## src/rtl/parity_scan_ctrl.sv

```systemverilog
// parity_scan_ctrl
// Walks an address range [lo_addr..hi_addr] (mod 16, wrapping through 15->0)
// over the two-bank fetch path, waits RD_LAT cycles per address, then checks
// the stored parity bit against bit 0 of the fetched byte. Reports a
// saturating mismatch count and the address of the first failing word.
//
// Ports
//   clk, reset          clock, asynchronous active-high reset
//   start, abort        scan request (IDLE only) / terminate scan (non-IDLE)
//   lo_addr, hi_addr    range bounds, latched on an accepted start
//   mem_addr            registered fetch address, bit 3 selects the bank
//   mem_data, mem_parity fetched byte and its stored parity bit
//   busy, done          scan in progress / one-cycle completion pulse
//   err_count           mismatch count of current or last scan, saturating
//   first_err_valid/addr first mismatching address capture
//
// state  | meaning
// IDLE   | waiting for start; status registers hold last scan result
// WAIT   | read latency countdown for the current mem_addr
// CHECK  | compare mem_data[0] with mem_parity, advance or finish
// DONE   | one-cycle done pulse, then back to IDLE
module parity_scan_ctrl #(
  parameter int RD_LAT    = 1,
  parameter int ERR_CNT_W = 5
) (
  input  logic                 clk,
  input  logic                 reset,
  input  logic                 start,
  input  logic                 abort,
  input  logic [3:0]           lo_addr,
  input  logic [3:0]           hi_addr,
  output logic [3:0]           mem_addr,
  input  logic [7:0]           mem_data,
  input  logic                 mem_parity,
  output logic                 busy,
  output logic                 done,
  output logic [ERR_CNT_W-1:0] err_count,
  output logic                 first_err_valid,
  output logic [3:0]           first_err_addr
);

  typedef enum logic [1:0] {S_IDLE, S_WAIT, S_CHECK, S_DONE} state_t;

  localparam logic [2:0]           WAIT_LOAD = 3'(RD_LAT - 1);
  localparam logic [ERR_CNT_W-1:0] ERR_MAX   = '1;

  state_t                 state, state_nxt;
  logic [3:0]             addr_nxt;
  logic [3:0]             hi_q, hi_nxt;
  logic [2:0]             wait_cnt, wait_nxt;
  logic [ERR_CNT_W-1:0]   err_nxt;
  logic                   fv_nxt;
  logic [3:0]             fa_nxt;
  logic                   mismatch;

  // Only bit 0 of the fetched byte carries the parity-checked value.
  logic unused_data_bits;
  assign unused_data_bits = ^mem_data[7:1];

  assign mismatch = (mem_data[0] != mem_parity);

  always_ff @(posedge clk or posedge reset) begin
    if (reset) begin
      state           <= S_IDLE;
      mem_addr        <= 4'd0;
      hi_q            <= 4'd0;
      wait_cnt        <= 3'd0;
      err_count       <= '0;
      first_err_valid <= 1'b0;
      first_err_addr  <= 4'd0;
    end else begin
      state           <= state_nxt;
      mem_addr        <= addr_nxt;
      hi_q            <= hi_nxt;
      wait_cnt        <= wait_nxt;
      err_count       <= err_nxt;
      first_err_valid <= fv_nxt;
      first_err_addr  <= fa_nxt;
    end
  end

  always_comb begin
    state_nxt = state;
    addr_nxt  = mem_addr;
    hi_nxt    = hi_q;
    wait_nxt  = wait_cnt;
    err_nxt   = err_count;
    fv_nxt    = first_err_valid;
    fa_nxt    = first_err_addr;
    busy      = 1'b0;
    done      = 1'b0;

    case (state)
      S_IDLE: begin
        // abort in the same cycle as start cancels the request
        if (start && !abort) begin
          state_nxt = S_WAIT;
          hi_nxt    = hi_addr;
          addr_nxt  = lo_addr;
          err_nxt   = '0;
          fv_nxt    = 1'b0;
          wait_nxt  = WAIT_LOAD;
        end
      end

      S_WAIT: begin
        busy = 1'b1;
        if (abort) begin
          state_nxt = S_IDLE;
        end else if (wait_cnt == 3'd0) begin
          state_nxt = S_CHECK;
        end else begin
          wait_nxt = wait_cnt - 3'd1;
        end
      end

      S_CHECK: begin
        busy = 1'b1;
        // The check result is kept even when this cycle is aborted.
        if (mismatch) begin
          if (err_count != ERR_MAX) err_nxt = err_count + 1'b1;
          if (!first_err_valid) begin
            fv_nxt = 1'b1;
            fa_nxt = mem_addr;
          end
        end
        if (abort) begin
          state_nxt = S_IDLE;
        end else if (mem_addr == hi_q) begin
          state_nxt = S_DONE;
        end else begin
          addr_nxt  = mem_addr + 4'd1;
          wait_nxt  = WAIT_LOAD;
          state_nxt = S_WAIT;
        end
      end

      S_DONE: begin
        done      = !abort;
        state_nxt = S_IDLE;
      end

      default: state_nxt = S_IDLE;
    endcase
  end

endmodule

```

## config.mk

```make
export PLATFORM = sky130hd
export DESIGN_NAME = parity_scan_ctrl
export DESIGN_NICKNAME = d
export VERILOG_FILES = /design/src/rtl/parity_scan_ctrl.sv
export SDC_FILE = /design/constraint.sdc
export NUM_CORES = 1
export LEC_CHECK = 0
export CAP_MARGIN = 20
export CORE_AREA = 2 2 41 81
export CTS_CLUSTER_DIAMETER = 40
export CTS_CLUSTER_SIZE = 25
export DETAILED_ROUTE_END_ITERATION = 12
export DIE_AREA = 0 0 43 83
export MAX_ROUTING_LAYER = met4
export PLACE_DENSITY_LB_ADDON = 0.3
export SLEW_MARGIN = 30
export SYNTH_ARGS = -nofsm -noshare
export SYNTH_HDL_FRONTEND = slang
export SYNTH_SLANG_ARGS = --single-unit
```

## constraint.sdc

```tcl
create_clock -name clk -period 2.05 [get_ports clk]
set_input_delay 0.205 -clock clk [delete_from_list [all_inputs] [get_ports clk]]
set_output_delay 0.205 -clock clk [all_outputs]
set_load 0.01 [all_outputs]
```

==> flow_summary.ini, run 1 <==
[run_status]
outcome = completed

[timing]
skew_ps = 2.90
setup_ws_ps = 149
tns_ps = 0
period_share = 0.927
rsz0062_at_grt = false
whs_ps = 271
finalSetupViolCount = 0
worst_slew_pin_slew_ps = 331
slew_viol_final = 0
final_hold_viol_count = 0
fin_crit_ps = 1900
relSlewSlack = 0.778
fmax_ghz = 0.526

[place]
gp_congestion = 0.845
io_buffers = 29
place_ws_ps = 172
dp_cells = 188
place_area_um2 = 1720
dp_hpwl_um = 2370

[route]
via_per_inst = 5.72
drtIter0Drc = 20
ant_nets = 0
firstDrtPassIters = 4
drc = 0
drt_wl_total_um = 3020
wl_per_cell_um = 15.7
vias = 1099

[grt]
grt_max_degree = 24
first_global_vias = 1165
globalRouteTotalUtil = 0.189
grt_pass1_wl_um = 5060
grt-ovfl-total = 0
antenna_found_initial = 0

[setup_path]
cpMostUsedCell = ha_1
crit_slowest_cell = dfrtp_1
arrival_ps = 2060
worst_path_largest_cell_delay_ps = 410
required_ps = 2210
worstSetupStartpointType = flip-flop
path_class = reg -> reg
crit_path_end_kind = flip-flop
cp_cell_sequence = ha_1 -> and3_1 -> ha_1 -> nor2b_1 -> a22o_1 -> nand2_1 -> mux2_2
crit_fanout = 5

[worst_hold_path]
hp-class = in -> async

[pwr]
p_leak_nw = 0.799
peakVddDrop_uv = 894
cellPowerDensity_nw_per_um2 = 1390
total_power_mw = 2.47

[cts]
clock_sinks = 23
cts_resized = 0
postCtsHoldBufs = 0
post_cts_buffers = 0
cts_tree = done
htreeDepth = 1
numCtsBuffers = 3
clock_tree.buffer_depth = 2
clkTransAtPathRegs_ps = 90
clk_latency_ps = 270
cts_root_buf = clkbuf_8

[logic_synthesis]
avgSynthCellArea_um2 = 11.0
synth_cells = 125
ys_seq_area_frac = 0.419
synth_top_area_cell = dfrtp_1
yosysWarnings = 0
ys_types = 40
ys_seq_elements = 23
synth_area_leaders = dfrtp_1, ha_1, mux2_2, mux2i_1, inv_1
syn_area_um2 = 1370
syn_nets = 156
synth_top_area_share = 0.419

[final_layout]
final_cells = 192
mostFrequentLayoutCell = clkdlybuf4s50_1
num_antenna_cells = 0
area_growth_pct = 28.7
layout.nets = 194
final_area_um2 = 1770
mostFrequentLayoutCells = clkdlybuf4s50_1, dfrtp_1, mux2_2, ha_1, inv_1
post-route-util = 0.601
drive_gt1_frac = 0.167

[die]
dieArea_um2 = 3570
ios = 37
die_w_um = 43
num_rows = 28
coreArea_um2 = 2940
floorplan.initialDensity = 0.467
fp.dieH_um = 83

[flow_run]
cap_violations = 0
-- cell type report --
class | instances | area (µm²)
Multi-Input combinational cell | 90 | 732
Sequential cell | 23 | 576
Fill cell | 270 | 1170
Clock buffer | 3 | 41.3
Clock inverter | 1 | 5.00
Inverter | 9 | 33.8
Tap cell | 30 | 37.5
Timing Repair Buffer | 36 | 343
-- metal layers --
metal | track usage | wire length [µm]
met1 | 0.179 | 1070
met2 | 0.362 | 1800
met3 | 0.0174 | 104
met4 | 0.0799 | 46
met5 | - | 0
-- path summary, 6_finish.rpt --
path	start	to	slack (ps)	cells after the start
min in group clk	first_err_addr[2]$_DFFE_PP0P_	first_err_addr[2]$_DFFE_PP0P_	520	1
worst max register to register	err_count[0]$_DFFE_PP0P_	err_count[0]$_DFFE_PP0P_	150	7
worst min register to register	first_err_addr[2]$_DFFE_PP0P_	first_err_addr[2]$_DFFE_PP0P_	520	1
max in group asynchronous	reset	wait_cnt[2]$_DFFE_PP0P_	1540	3
worst min-delay path	reset	first_err_addr[3]$_DFFE_PP0P_	270	3
worst max-delay path	err_count[0]$_DFFE_PP0P_	err_count[0]$_DFFE_PP0P_	150	7
-- cells in the mapped netlist (all sizes together) --
| library cell | instances |
|---|---|
| a211oi | 1 |
| a21o | 1 |
| a21oi | 5 |
| a221oi | 1 |
| a22o | 3 |
| a2bb2oi | 2 |
| a31o | 3 |
| and2 | 1 |
| and2b | 1 |
| and3 | 3 |
| buf | 2 |
| clkbuf | 1 |
| dfrtp | 23 |
| ha | 10 |
| inv | 9 |
| mux2 | 11 |
| mux2i | 5 |
| nand2 | 6 |
| nand2b | 4 |
| nand3 | 3 |
| nand3b | 2 |
| nand4 | 3 |
| nor2 | 4 |
| nor2b | 2 |
| nor3 | 2 |
| o21a | 1 |
| o21ai | 5 |
| o221a | 1 |
| o22ai | 2 |
| or2 | 1 |
| or3 | 1 |
| or4 | 1 |
| xnor2 | 1 |
| xor2 | 4 |
-- worst max-delay path: cells and delay by family, from the launching register on --
family,cells,cell delay (ps)
multiplexers,1,270
adder cells (fa/ha/maj),2,410
AND/OR/NAND/NOR,3,450
AO/OA/AOI/OAI,1,240
flip-flops,1,410
-- where the power goes --
part           total [mW]  internal (mW)  switching, mW  leakage, nW
sequential          0.795          0.627          0.168        0.290
clock               0.290          0.136          0.154       0.0255
combinational        1.38          0.721          0.659        0.483
-- kinds of logic (layout without fill, tap and decap cells) --
| logic type | after synthesis | after routing | share of synthesized area |
|---|---|---|---|
| DFF | 23 | 23 | 0.419 |
| buffers and inverters | 12 | 49 | 0.0483 |
| xor gates and xnor gates | 5 | 5 | 0.0373 |
| AOI/OAI and AO/OA | 25 | 25 | 0.133 |
| adders and majority gates | 10 | 10 | 0.0911 |
| muxes | 16 | 16 | 0.127 |
| and+or+nand+nor | 34 | 34 | 0.145 |
-- registers in the layout (all words and copies together) (netlist names) --
name,cells
mem_addr,4
wait_cnt,3
hi_q,4
err_count,5
state,2
first_err_addr,4
first_err_valid,1
No activity file was read; power rests on OpenSTA's default activity.
==> run 2, diff against run 1 <==
--- a/config.mk
+++ b/config.mk
@@ -13,6 +13,7 @@
 export DIE_AREA = 0 0 43 83
 export MAX_ROUTING_LAYER = met4
 export PLACE_DENSITY_LB_ADDON = 0.3
+export RECOVER_POWER = 50
 export SLEW_MARGIN = 30
 export SYNTH_ARGS = -nofsm -noshare
 export SYNTH_HDL_FRONTEND = slang
==> run 2 against run 1 <==
Compared with the run above:
- worst setup slack about the same
- clock power about the same
- highest routed layer unchanged
- global-route usage unchanged
- clock-buffer cell count unchanged
- sequential share of layout area up 0.069 points
- cell count unchanged
- hold slack better by 240 ps
- combinational power about the same
- non-clock buffer count unchanged
- sequential power about the same
==> flow_summary.ini, run 2 (synthesized netlist as in run 1, its figures left out) <==
[run_status]
outcome = completed

[grt]
grt_pass1_wl_um = 5060
grt-ovfl-total = 0
antenna_found_initial = 0
first_global_vias = 1165
globalRouteTotalUtil = 0.189
grt_max_degree = 24

[route]
drtIter0Drc = 20
wl_per_cell_um = 15.7
via_per_inst = 5.73
drt_wl_total_um = 3020
drc = 0
vias = 1101
firstDrtPassIters = 4
ant_nets = 0

[final_layout]
layout.nets = 194
fill_cells = 270
area_growth_pct = 28.4
regMostFlops = err_count
drive_gt1_frac = 0.160
multi_input_area_um2 = 732
mostFrequentLayoutCell = dfrtp_1
num_antenna_cells = 0
ff_latch_area_um2 = 576
mostFrequentLayoutCells = dfrtp_1, clkdlybuf4s50_1, mux2_2, ha_1
largest_register_ffs = 5

[timing]
final_hold_viol_count = 0
relSlewSlack = 0.157
period_share = 0.927
fmax_ghz = 0.526
slew_viol_final = 0
tns_ps = 0
rsz0062_at_grt = false
fin_crit_ps = 1900
skew_ps = 2.81
worst_slew_pin_slew_ps = 1260
finalSetupViolCount = 0

[die]
fp.dieH_um = 83
ios = 37
floorplan.initialDensity = 0.467
dieArea_um2 = 3570
die_w_um = 43
coreArea_um2 = 2940
num_rows = 28

[cts]
clk_latency_ps = 270
htreeDepth = 1
cts_root_buf = clkbuf_8
clock_sinks = 23
numCtsBuffers = 3
clock_tree.buffer_depth = 2
postCtsHoldBufs = 0
cts_tree = done
cts_resized = 0
clkTransAtPathRegs_ps = 90
post_cts_buffers = 0

[setup_path]
required_ps = 2210
worstSetupStartpointType = flip-flop
r2r_cells = 7
crit_fanout = 5
arrival_ps = 2060
path_class = reg -> reg
reg2reg_setup_slack_ps = 150
crit_path_end_kind = flip-flop

[place]
gp_congestion = 0.845
io_buffers = 29
dp_hpwl_um = 2370

[worst_hold_path]
hp-class = reg -> reg
hold_depth = 1

[flow_run]
cap_violations = 0

[pwr]
total_power_mw = 2.45
cellPowerDensity_nw_per_um2 = 1390
p_leak_nw = 0.813
peakVddDrop_uv = 894
-- run 2: worst max-delay path, cell delays in order, from the launching register on --
cell	delay [ps]
dfrtp_1	410
ha_1	230
and3_1	190
ha_1	180
nor2b_1	140
a22o_1	240
nand2_1	120
mux2_2	270
-- run 2: power breakdown --
group          total [mW]  leakage, nW  internal, mW  switching (mW)
combinational        1.36        0.497         0.704           0.659
sequential          0.793        0.290         0.627           0.166
clock               0.290       0.0255         0.136           0.154
total                2.45        0.813          1.47           0.980
-- run 2: worst paths after layout --
kind / start / end
max in group asynchronous: reset / wait_cnt[2]$_DFFE_PP0P_
min reg2reg: first_err_addr[2]$_DFFE_PP0P_ / first_err_addr[2]$_DFFE_PP0P_
min: first_err_addr[2]$_DFFE_PP0P_ / first_err_addr[2]$_DFFE_PP0P_
min in group asynchronous: reset / first_err_addr[3]$_DFFE_PP0P_
max: err_count[0]$_DFFE_PP0P_ / err_count[0]$_DFFE_PP0P_
max reg2reg: err_count[0]$_DFFE_PP0P_ / err_count[0]$_DFFE_PP0P_
-- run 2: stage by stage --
step | utilization | std cells | hold WS, ps | setup WS, ps | cell area, µm²
floorplan | - | 125 | 207 | 272 | 1370
global placement | 0.585 | 188 | 492 | 200 | 1720
detailed placement | 0.585 | 188 | 501 | 172 | 1720
CTS | 0.601 | 192 | 288 | 152 | 1770
global route | 0.599 | 192 | 540 | 20.8 | 1760
finish | 0.599 | 192 | 514 | 149 | 1760
-- run 2: metal layers --
| metal | GRT usage | vias up | share of wire |
|---|---|---|---|
| li1 | - | 524 | - |
| met1 | 0.179 | 541 | 0.35 |
| met2 | 0.362 | 31 | 0.59 |
| met3 | 0.0174 | 5 | 0.034 |
| met4 | 0.0799 | 0 | 0.015 |
| met5 | - | - | 0 |
-- run 2: cell type report --
type | count | share of cell area
Multi-Input combinational cell | 90 | 0.415
Clock buffer | 3 | 0.0234
Tap cell | 30 | 0.0213
Clock inverter | 1 | 0.00284
Inverter | 9 | 0.0191
Sequential cell | 23 | 0.326
Timing Repair Buffer | 36 | 0.192
==> run 3, diff against run 2 <==
--- a/config.mk
+++ b/config.mk
@@ -11,6 +11,7 @@
 export CTS_CLUSTER_SIZE = 25
 export DETAILED_ROUTE_END_ITERATION = 12
 export DIE_AREA = 0 0 43 83
+export GPL_ROUTABILITY_DRIVEN = 0
 export MAX_ROUTING_LAYER = met4
 export PLACE_DENSITY_LB_ADDON = 0.3
 export RECOVER_POWER = 50
==> results of run 3 <==
Final layout, timing and power as in run 2 (identical DEF).
